`config.mk`:
```
export PLATFORM = sky130hd
export DESIGN_NAME = t_ff_count_ctrl
export DESIGN_NICKNAME = d
export VERILOG_FILES = /design/src/rtl/t_ff_count_ctrl.sv
export SDC_FILE = /design/constraint.sdc
export NUM_CORES = 1
export LEC_CHECK = 0
export BUFFER_PORTS_ARGS = -buffer_cell sky130_fd_sc_hd__clkbuf_2
export CAP_MARGIN = 20
export CORE_MARGIN = 2
export CORE_UTILIZATION = 45
export CTS_BUF_LIST = sky130_fd_sc_hd__clkbuf_2
export DETAILED_ROUTE_END_ITERATION = 7
export PLACE_DENSITY = 0.81
export SETUP_SLACK_MARGIN = 0.15
export SYNTH_ARGS = -nofsm -noshare
export SYNTH_HDL_FRONTEND = slang
export SYNTH_SLANG_ARGS = --single-unit
```
`constraint.sdc`:
```
create_clock -name clk -period 2.35 [get_ports clk]
set_clock_uncertainty 0.1 [all_clocks]
set_input_delay 0.235 -clock clk [delete_from_list [all_inputs] [get_ports clk]]
set_output_delay 0.235 -clock clk [all_outputs]
set_load 0.05 [all_outputs]
```
`src/rtl/t_ff_count_ctrl.sv`:
```
// Sequencing controller for a WIDTH-bit toggle flip-flop bank: up/down count to a terminal value, or direct load.
// Optional feature: define TFF_CTRL_PAUSE_EN to add a `pause` input that freezes counting in RUN.
module t_ff_count_ctrl #(
    parameter int WIDTH = 8
) (
    input  logic             clk,
    input  logic             reset,
    input  logic             start,
    input  logic [1:0]       mode,
    input  logic [WIDTH-1:0] load_val,
    input  logic [WIDTH-1:0] term,
    input  logic             stop,
`ifdef TFF_CTRL_PAUSE_EN
    input  logic             pause,
`endif
    output logic             busy,
    output logic             done,
    output logic [WIDTH-1:0] q,
    output logic [WIDTH-1:0] t_vec
);

    typedef enum logic [1:0] {
        IDLE = 2'd0,
        RUN  = 2'd1,
        LOAD = 2'd2,
        DONE = 2'd3
    } state_t;

    state_t           state;
    state_t           state_next;
    logic [WIDTH-1:0] t_next;
    logic [WIDTH-1:0] term_q;
    logic             count_down_q;
    logic [WIDTH-1:0] up_vec;
    logic [WIDTH-1:0] down_vec;
    logic             hold_run;

`ifdef TFF_CTRL_PAUSE_EN
    assign hold_run = pause;
`else
    assign hold_run = 1'b0;
`endif

    // A bit toggles when every lower bit is 1 (counting up) or 0 (counting down).
    always_comb begin
        logic up_carry;
        logic down_borrow;
        up_carry    = 1'b1;
        down_borrow = 1'b1;
        up_vec      = '0;
        down_vec    = '0;
        for (int i = 0; i < WIDTH; i++) begin
            up_vec[i]   = up_carry;
            down_vec[i] = down_borrow;
            up_carry    = up_carry & q[i];
            down_borrow = down_borrow & ~q[i];
        end
    end

    always_comb begin
        state_next = state;
        t_next     = '0;
        case (state)
            IDLE: begin
                if (start) begin
                    state_next = mode[1] ? LOAD : RUN;
                end
            end
            RUN: begin
                if (stop) begin
                    state_next = IDLE;
                end else if (hold_run) begin
                    state_next = RUN;
                end else if (q == term_q) begin
                    state_next = DONE;
                end else begin
                    t_next = count_down_q ? down_vec : up_vec;
                end
            end
            LOAD: begin
                t_next     = q ^ load_val;
                state_next = DONE;
            end
            DONE: begin
                state_next = IDLE;
            end
            default: begin
                state_next = IDLE;
            end
        endcase
    end

    // busy/done are registered from the next state so they track the state register exactly.
    always_ff @(posedge clk or negedge reset) begin
        if (!reset) begin
            state        <= IDLE;
            q            <= '0;
            t_vec        <= '0;
            busy         <= 1'b0;
            done         <= 1'b0;
            term_q       <= '0;
            count_down_q <= 1'b0;
        end else begin
            state <= state_next;
            q     <= q ^ t_next;
            t_vec <= t_next;
            busy  <= (state_next == RUN) || (state_next == LOAD);
            done  <= (state_next == DONE);
            if (state == IDLE && start) begin
                term_q       <= term;
                count_down_q <= mode[0];
            end
        end
    end

endmodule
```
==> Word level (Yosys, flattened, before mapping) <==
Cells that the tools add are included.
W data, S select, Z words.
{ "totals": {"in_bits": 22, "ff_bits": 29, "elab_cells": 47, "output_inout_bits": 18} }
{ "classes": {"n_reduce_logical": 3, "eq_ne": 7, "bitwise_logic": 21, "mux": 9} }
{ "op_table": {"columns": ["operator", "count"], "rows": [
  ["$mux W8", 3],
  ["$pmux W8 S2", 1],
  ["$xor A8 B8 Y8", 2],
  ["$and A1 B1 Y1", 12],
  ["$eq A2 B2 Y1 const B", 4],
  ["$eq A8 B8 Y1", 1],
  ["$mux W2", 4],
  ["$pmux W2 S4", 1],
  ["$not A1 Y1", 7],
  ["$eq A2 B1 Y1 const B", 2],
  ["$logic_not A2 Y1", 1],
  ["$logic_and A1 B1 Y1", 1],
  ["$logic_or A1 B1 Y1", 1]
]} }

==> Longest topological paths before layout <==
{ "logic_depth": {"ltp_word": 12, "mapped_depth": 8} }

==> Worst setup path before layout <==
No wires, ideal clock.
{ "synth_path": {"path_kind": "register to register", "startpoint": "register q[5]", "endpoint": "register busy", "required_ps": 2124, "period_less_slack_ps": 2416, "arrival_time_ps": 2190, "setup_time_ps": 126, "slack_ps": -66, "path_stages_with_launch": 9, "path_cell_list": "dfrtp_1 > clkbuf_1 > xnor2_1 > nand4_1 > nor2_1 > buf_2 > nor2_1 > o311ai_0 > ha_1"} }
{ "synth_via": {"elab_chain_cells": 6, "word_cells_on_any_way": 7, "classes_between": "eq/ne (3); mux (3); reduce/logical (1)"} }
{ "synth_lines": {"columns": ["element", "line", "source"], "rows": [
  ["from (decl)", "18", "output logic [WIDTH-1:0] q,"],
  ["from (signal assigned)", "105", "q <= q ^ t_next;"],
  ["$eq A8 B8 Y1 (*)", "74", "end else if (q == term_q) begin"],
  ["$mux W2 (*)", "74", null],
  ["$mux W2 (*)", "70", "if (stop) begin"],
  ["$pmux W2 S4 (*)", "63", "case (state)"],
  ["named net state_next[0]", "30", "state_t state_next;"],
  ["$eq A2 B1 Y1 or $eq A2 B2 Y1 (tied branches)", "107", "busy <= (state_next == RUN) || (state_next == LOAD);"],
  ["$logic_or A1 B1 Y1 (*)", "107", null],
  ["to (signal assigned)", "107", null],
  ["to (decl)", "16", "output logic busy,"]
]} }
Mark *: on every way through the listed nets, which the timed path passes. The rest lies on a longest branch.
A chain may end at the register's enable or synchronous reset.

==> Worst setup path after layout <==
{ "layout_path": {"startpoint": "register q[4]", "endpoint": "register busy"} }
The elaborated chain is that of the path after synthesis.

==> results.cfg <==
[min_path]
hold_start = term[5]
worst_hold_path.endpoint = term_q[5]$_DFFE_PN0P_
hold_class = input port to register
whs_path_depth = 2

[grt]
grt_start_max_net_pins = 30
antenna_found_initial = 0
grtUsageTotal_pct = 17.4
grt_pass1_vias = 1317
grt-ovfl-total = 0
grt_pass1_wl_mm = 5.61

[routing]
dr.pass1.iters = 4
drc_errors = 0
wl_per_cell_um = 12.9
drt-initial-drc-count = 73
ant_nets = 0
wirelength_mm = 3.24
vias = 1330
avgViaCountPerCell = 5.32

[clock_tree]
cts_buffers = 5
cts_resized = 0
cts.sinks = 29
path_clk_slew_ns = 0.16
cts_tree = done
worst_skew_pair.late_latency_ns = 0.36
root_buffer = clkbuf_2
h-tree-depth = 2
ctsLongestPathBuffers = 2

[yosys]
yosys.area_share.simple_pct = 14.7
synthFlopType = dfrtp_1
syn_inst = 155
yosysTopAreaCellShare_pct = 44.5
async_flop_share_pct = 100
yosysWarnings = 0
synth-edff-count = 0
yosys.cell_types.count = 39
synth_top_family_by_area = compound AO/OA/AOI/OAI gates
synth_seq_cells = 29
synth-compound-area-share_pct = 15.5
synthAdderAreaFrac_pct = 3.84
syn-cell-area_um2 = 1630
synthTopCellsByArea = dfrtp_1, xnor2_1, mux2_2, ha_1, nor2_1
synthXorXnorAreaFrac_pct = 9.13
muxShareOfSynthArea_pct = 8.75
syn-mean-instance-area_um2 = 10.5
yosysSeqAreaShare_pct = 44.5
synth_area_leader_cell = dfrtp_1
syn-num-nets = 182

[critical_path]
reg2reg_depth = 6
r2r_slack_ns = 0.33
cp_slowest_cell = dfrtp_2
startpoint_type = register
end_kind = register
reg2reg_to = busy$_DFF_PN0_
cp.required_ns = 2.49
slowest_delay_ns = 0.51
critPathKind = register to register
cp_max_fo = 7
r2r_start = q[4]$_DFF_PN0_
crit_path_frequent_cell = nor2_1
path_cells = xnor2_1 > nand4_1 > nor2_1 > nor2_1 > o311ai_1 > ha_1
worst-endpoint-arrival_ns = 2.16

[finish]
mostFrequentLayoutCell = clkbuf_2
final_cell_mix = clkbuf_2, dfrtp_1, xnor2_1
diodes = 0
drive_gt1_share_pct = 34.8
nets = 230
area_growth_pct = 21.8
stdcell_count = 250

[floorplan]
initial_core_util_pct = 47.7
coreArea_um2 = 3420
ios = 40
die_x_um = 64.2
die-area_um2 = 4120
row_count = 21
die_height_um = 64.2

[placed_design]
dp_hpwl_mm = 2.38
dp_cells = 233
io_buffers = 39
pre_cts_ws_ns = 0.404
place_congestion = 0.781

[timing]
tns_ns = 0
finalHoldViolCount = 0
slew_viol_final = 0
finalWorstSetupSlack_ns = 0.329
max_freq_mhz = 495
worst_pin_slew_ns = 0.697
fin_crit_ns = 2.02
rsz0062_at_grt = no
fin_crit_sh_pct = 86.0
relSlewSlack_pct = 53.5
fin_hold_ws_ns = 0.0412
setup_viol_count_final = 0

[power_and_ir_drop]
seq_power_share_pct = 38.3
switching_share_pct = 49.5
power.share.clock_pct = 9.0
powerDensity_nw_per_um2 = 1290
power_frac_comb_pct = 52.7
p_int_uw = 1300
power_leakage_uw = 0.000923
ir_worst_vdd_uv = 726
switchingPower_uw = 1270

[run]
drv_cap = 0

[status]
status = finished clean
Yosys cell counts (2+ instances only):
cell,count
dfrtp_1,29
xnor2_1,13
nor2_1,11
mux2_2,10
nand2_1,8
o21ai_0,8
a21oi_1,7
ha_1,5
a22oi_1,4
and2_1,4
buf_2,4
inv_1,4
o32ai_1,4
or3_1,4
xor2_1,4
clkbuf_1,3
mux2i_1,3
nand2b_1,3
nand4_1,3
a22o_1,2
a31o_2,2
and3_1,2
nor3_1,2
critical path: cells and delay by family (launching register included):
kind | cells | cell delay, ns
DFF | 1 | 0.51
adders and majority gates | 1 | 0.31
and+or+nand+nor | 3 | 0.43
xor gates and xnor gates | 1 | 0.18
AOI/OAI and AO/OA | 1 | 0.37
power groups by stage:
| stage | clock network [µW] | registers (µW) | logic (µW) |
|---|---|---|---|
| 6_report | 232 | 986 | 1350 |
| 3_3_place_gp | 0 | 985 | 1320 |
| 5_1_grt | 265 | 1020 | 1480 |
| 3_5_place_dp | 0 | 996 | 1340 |
| 4_1_cts | 243 | 984 | 1360 |
| 2_1_floorplan | 0 | 1280 | 790 |
how the worst max path moves through the flow:
stage,startpoint,to,cells after the start
floorplan,q[5]$_DFF_PN0_,busy$_DFF_PN0_,8
global placement,q[0]$_DFF_PN0_,q[5]$_DFF_PN0_,5
detailed placement,q[0]$_DFF_PN0_,q[5]$_DFF_PN0_,5
CTS,q[4]$_DFF_PN0_,busy$_DFF_PN0_,6
global route,q[3]$_DFF_PN0_,busy$_DFF_PN0_,6
finish,q[4]$_DFF_PN0_,busy$_DFF_PN0_,6
per-stage QoR:
step / instance area, µm² / power (µW) / utilization [%]
after detailed placement: 1860 / 2340 / 54.4
after floorplan: 1640 / 2070 / -
after global routing: 1990 / 2760 / 58.1
after CTS: 1990 / 2580 / 58.1
final: 1990 / 2570 / 58.1
after global placement: 1860 / 2300 / 54.4
flip-flops by register name (all words and copies together), names as in the netlist:
name          cells
q                 8
t_vec             8
term_q            8
state             2
busy              1
count_down_q      1
done              1
repair_timing:
item | 4_1_cts | 5_1_grt
hold buffers | 9 | 0
setup endpoints to repair | 0 | 0
setup buffers | 0 | 0
hold endpoints to repair | 37 | 0
per-layer routing:
metal	wire [µm]	vias up	track usage [%]
li1	-	660	-
met1	1430	626	20.5
met2	1610	40	30.6
met3	169	4	3.70
met4	32	0	7.18
met5	0	-	0
cell type report:
class                   instances  area, µm²
flip-flops and latches         29        736
inverters                       4       15.0
clock buffers                   5       25.0
clock inverters                 3       12.5
repair buffers                 49        293
fillers                       319       1430
multi-input cells             114        847
well taps                      46       57.6
logic make-up (layout without fill, tap and decap cells):
group,after synthesis,after routing
buffers and inverters,12,61
AND/OR/NAND/NOR,43,43
AO/OA/AOI/OAI,36,36
adder cells (fa/ha/maj),5,5
XOR/XNOR,17,17
multiplexers,13,13
flip-flops,29,29
Power figures use the tool's default switching activity.
